[config.mk]
export PLATFORM = sky130hd
export DESIGN_NAME = csr_counter_bank
export DESIGN_NICKNAME = d
export VERILOG_FILES = /design/src/rtl/csr_counter_bank.sv
export SDC_FILE = /design/constraint.sdc
export NUM_CORES = 1
export LEC_CHECK = 0
export BUFFER_PORTS_ARGS = -buffer_cell sky130_fd_sc_hd__buf_2
export CAP_MARGIN = 30
export CORE_MARGIN = 2
export CORE_UTILIZATION = 55
export CTS_CLUSTER_DIAMETER = 150
export DETAILED_ROUTE_END_ITERATION = 6
export PLACE_DENSITY_LB_ADDON = 0.12
export REMOVE_ABC_BUFFERS = 1
export SLEW_MARGIN = 20
export SYNTH_ARGS = -nofsm -noshare
export SYNTH_HDL_FRONTEND = slang
export SYNTH_SLANG_ARGS = --single-unit
[constraint.sdc]
create_clock -name clk -period 16.1 [get_ports clk]
set_input_delay 1.61 -clock clk [delete_from_list [all_inputs] [get_ports clk]]
set_output_delay 1.61 -clock clk [all_outputs]
set_load 0.02 [all_outputs]
[src/rtl/csr_counter_bank.sv]
// Machine/user performance counter bank: mcycle, minstret and NUM_HPM event counters,
// each with an inhibit bit and full-width software writes.
module csr_counter_bank #(
  parameter int CNT_W   = 64,
  parameter int NUM_HPM = 2
) (
  input  logic                                 clk,
  input  logic                                 rst,
  input  logic                                 retire,
  input  logic [(NUM_HPM > 0 ? NUM_HPM : 1)-1:0] hpm_event,
  input  logic [11:0]                          csr_addr,
  input  logic                                 csr_rd,
  input  logic                                 csr_wr,
  input  logic [31:0]                          csr_wdata,
  output logic [31:0]                          csr_rdata,
  output logic                                 csr_hit,
  output logic                                 csr_illegal
);

  localparam int NC   = NUM_HPM + 3;
  localparam int HI_W = CNT_W - 32;

  logic             armed;
  logic [CNT_W-1:0] cnt [NC];
  logic [31:0]      inhibit;
  logic [31:0]      inh_mask;
  logic [NC-1:0]    ev;

  logic [4:0]       idx;
  logic             bank_b, bank_c, idx_ok, sel_cnt, sel_inh;
  logic             wr_m, wr_inh;
  logic [CNT_W-1:0] sel_val;
  logic [31:0]      cnt_half;

  // Index 1 has no event source and no legal address, so its counter stays at zero.
  always_comb begin
    ev       = '0;
    inh_mask = '0;
    ev[0]    = 1'b1;
    ev[2]    = retire;
    for (int n = 3; n < NC; n++) ev[n] = hpm_event[n-3];
    for (int n = 0; n < NC; n++) inh_mask[n] = (n != 1);
  end

  assign idx     = csr_addr[4:0];
  assign bank_b  = (csr_addr[11:8] == 4'hB);
  assign bank_c  = (csr_addr[11:8] == 4'hC);
  assign idx_ok  = (idx == 5'd0) || ((idx >= 5'd2) && (int'(idx) < NC));
  assign sel_cnt = (bank_b || bank_c) && (csr_addr[6:5] == 2'b00) && idx_ok;
  assign sel_inh = (csr_addr == 12'h320);

  assign csr_hit     = (csr_rd || csr_wr) && (sel_cnt || sel_inh);
  assign csr_illegal = csr_wr && sel_cnt && bank_c;
  assign wr_m        = csr_wr && sel_cnt && bank_b;
  assign wr_inh      = csr_wr && sel_inh;

  always_comb begin
    sel_val = '0;
    for (int n = 0; n < NC; n++)
      if (idx == 5'(n)) sel_val = cnt[n];
    cnt_half = csr_addr[7] ? 32'(sel_val >> 32) : sel_val[31:0];
  end

  always_comb begin
    csr_rdata = '0;
    if (csr_rd && csr_hit) csr_rdata = sel_inh ? inhibit : cnt_half;
  end

  // A software write to a counter wins over its increment in the same cycle.
  always_ff @(posedge clk or posedge rst) begin
    if (rst) begin
      armed   <= 1'b0;
      inhibit <= '0;
      for (int n = 0; n < NC; n++) cnt[n] <= '0;
    end else begin
      armed <= 1'b1;
      if (wr_inh) inhibit <= csr_wdata & inh_mask;
      for (int n = 0; n < NC; n++) begin
        if (wr_m && (idx == 5'(n))) begin
          if (csr_addr[7]) cnt[n][CNT_W-1:32] <= csr_wdata[HI_W-1:0];
          else             cnt[n][31:0]       <= csr_wdata;
        end else if (armed && ev[n] && !inhibit[n]) begin
          cnt[n] <= cnt[n] + 1'b1;
        end
      end
    end
  end

endmodule

==> impl_results.md <==
- Antenna viol nets, final: 0
- Mux cell area share after synthesis: 7.39%
- Buffers added on ports: 84
- Setup_tns: 0 ns
- DIE WIDTH: 202 µm
- Commonest non-fill, non-tap cell in the layout: dfrtp_1
- Hold Startpoint: cnt[218]
- Util after Layout: 60.4%
- Clk_skew: 0.0189 ns
- Worst setup EP type: output port
- CP top delay family: buffers and inverters
- Clock transition at the registers of the reported paths: 0.05 ns
- Max Clock Freq: 0.173 GHz
- Vias in the first global route: 20,902
- CTS sink cnt: 325
- Tightest Hold Check Type: reg2reg
- DR WL/cell: 30.5 µm
- Slowest cell on crit path: buf_4
- Hold slack: 0.372 ns
- I/O pin count: 85
- Fin crit period: 5.79 ns
- FF-to-FF setup slack: 12.50 ns
- CTS root buffer: clkbuf_16
- Cell area after layout: 23,300 µm²
- VDD IR max: 0.0000748 V
- Synth Register Bits: 325
- Final count of negative-setup-slack endpoints: 0
- Share of cells above drive strength 1: 11.6%
- Worst setup path class: in2out
- Die height: 202 µm
- Placed cell count: 2,964
- GRT Total Usage: 45.2%
- Crit path top cell by count: buf_4
- ANT cells: 0
- Number of synthesized flops with an enable pin: 0
- Yosys warns: 0
- Setup crit start kind: input pin
- Rel. slew slack: 31.0%
- First-pass GRT wire length: 137 mm
- Unique cell type count in the Yosys netlist: 93
- Commonest non-fill, non-tap cells in the layout: 325 x dfrtp_1, 274 x a21oi_1, 260 x nand2_1
- Adder-cell share of the synthesized area: 0.233%
- Post-synthesis sequential area ratio: 37.9%
- Arrival time worst endpoint: 4.18 ns
- Initial antenna violation count: 1
- Hold Violations, Final: 0
- 1st-pass router iterations: 7
- Asr flop ratio synth: 100%
- Fin cells: 3,038
- Xor/xnor cell area share of the yosys netlist: 0.245%
- LEAKAGE: 9.15 nW
- Worst Path Max Fanout: 45
- Worst-path cell chain: buf_4 > buf_4 > mux4_2 > a221oi_1 > a211oi_1 > buf_2
- Pwr/cell area: 89.1 nW/µm²
- Final Cycle Share: 36.0%
- Total grt overflow: 0
- H-tree Lvls: 2
- Area added between synthesis and finish: 8.61%
- Vias: 22,661
- CTS buffer count: 40
- DIE AREA: 40,600 µm²
- Placed cell area: 21,900 µm²
- Critical R2R Launch: cnt[275]
- Power consumption: 2.08 mW
- Post-synth top area share: 37.9%
- Synthesized area: 21,500 µm²
- Vias per std cell: 7.46
- Nets@finish: 2,546
- CTS Buffer Depth: 3
- Pre-CTS WS: 10.32 ns
- Max-cap violations: 0
- Initial core utilization: 55.7%
- Compound-Gate Fraction of Synth Area: 25.2%
- Number of gates resized after cts: 0
- Buffers inserted by post-CTS timing repair: 0
- Hold buffer count at cts: 0
- Largest family of logic cells by synthesized area: compound AO/OA/AOI/OAI gates
- CP Data Required Time: 14.49 ns
- Largest cells by area after synthesis: dfrtp_1 38%, a21oi_1 6.4%, mux4_2 5.0%, nand2_1 4.5%, nor2_1 3.6%
- Global placer's final weighted congestion: 0.995
- CORE AREA: 38,600 µm²
- Syn Area/Cell: 8.34 µm²
- Simple-gate portion of the synthesized area: 23.7%
- DP HPWL: 66.3 mm
- RSZ-0062 raised after global routing: false
- Status: completed
- Worst skew pair latency: 0.58 ns
- DRT iter0 DRCs: 3,059
- Worst Max-Slew Pin Slew: 1.03 ns
- Final WS setup: 10.31 ns
- Worst Setup SP: csr_addr[0]
- Gate Count Post-Synth: 2,573
- Std cell rows: 72
- Synth area leader: dfrtp_1
- Fin. max-slew vios: 0
- Largest net degree at the start of global routing: 108
- Worst Path Buf+Inv: 3
- Crit path largest cell delay: 0.78 ns
- CTS tree: yes
- Post-Route WL: 92.7 mm
- DRC violations left: 0
- Main synth FF type: dfrtp_1
layer usage:
layer,wire length (µm),vias to the layer above,track usage [%]
met2,39400,1764,66.2
li1,-,9639,-
met5,0,-,0
met4,5720,0,23.6
met1,34400,10918,60.2
met3,13100,340,14.2
flip-flops by register name (all words and copies together) (netlist names):
signal   cells
inhibit      4
armed        1
cnt        320
power by group:
part	switching [mW]	leakage, nW	total, mW	internal (mW)
Sequential	0.0675	4.31	0.915	0.847
Combinational	0.164	4.20	0.239	0.0748
Clock	0.385	0.644	0.923	0.537
worst paths after layout:
| path | end | cells past startpoint |
|---|---|---|
| setup / recovery | csr_rdata[16] | 6 |
| hold / removal | cnt[218] | 0 |
| setup reg to reg | cnt[314] | 6 |
| hold reg to reg | cnt[218] | 0 |
| max in group asynchronous | cnt[99] | 6 |
| min in group asynchronous | cnt[6] | 2 |
cell type report:
cell class	instances	area, µm²
multi-input cells	1956	12200
well taps	518	648
clock inverters	12	121
clock buffers	59	1170
inverters	40	158
flip-flops and latches	325	8130
repair buffers	128	850
fillers	3415	15300
cell families after synthesis:
| group | after synthesis |
|---|---|
| buffers and inverters | 292 |
| multiplexers | 96 |
| adder cells (fa/ha/maj) | 4 |
| other | 1 |
| AND/OR/NAND/NOR | 1013 |
| flip-flops | 325 |
| XOR/XNOR | 6 |
| AO/OA/AOI/OAI | 836 |
synthesized netlist by cell type (all sizes together) (10+ instances only):
cell type,number
dfrtp,325
a21oi,274
nand2,260
nor2,207
clkbuf,202
nand3,145
o21ai,138
nor3,111
nand4,83
o22ai,59
a211oi,51
and3,50
buf,50
a221oi,49
mux4,48
mux2i,42
inv,40
nor4,37
a31oi,36
o22a,34
o211ai,25
and4,24
or3,21
and2,19
a22oi,18
o21a,18
o31ai,18
a2bb2oi,12
a311oi,11
o32ai,11
a31o,10
nor2b,10
or2,10
Power figures use the tool's default switching activity.
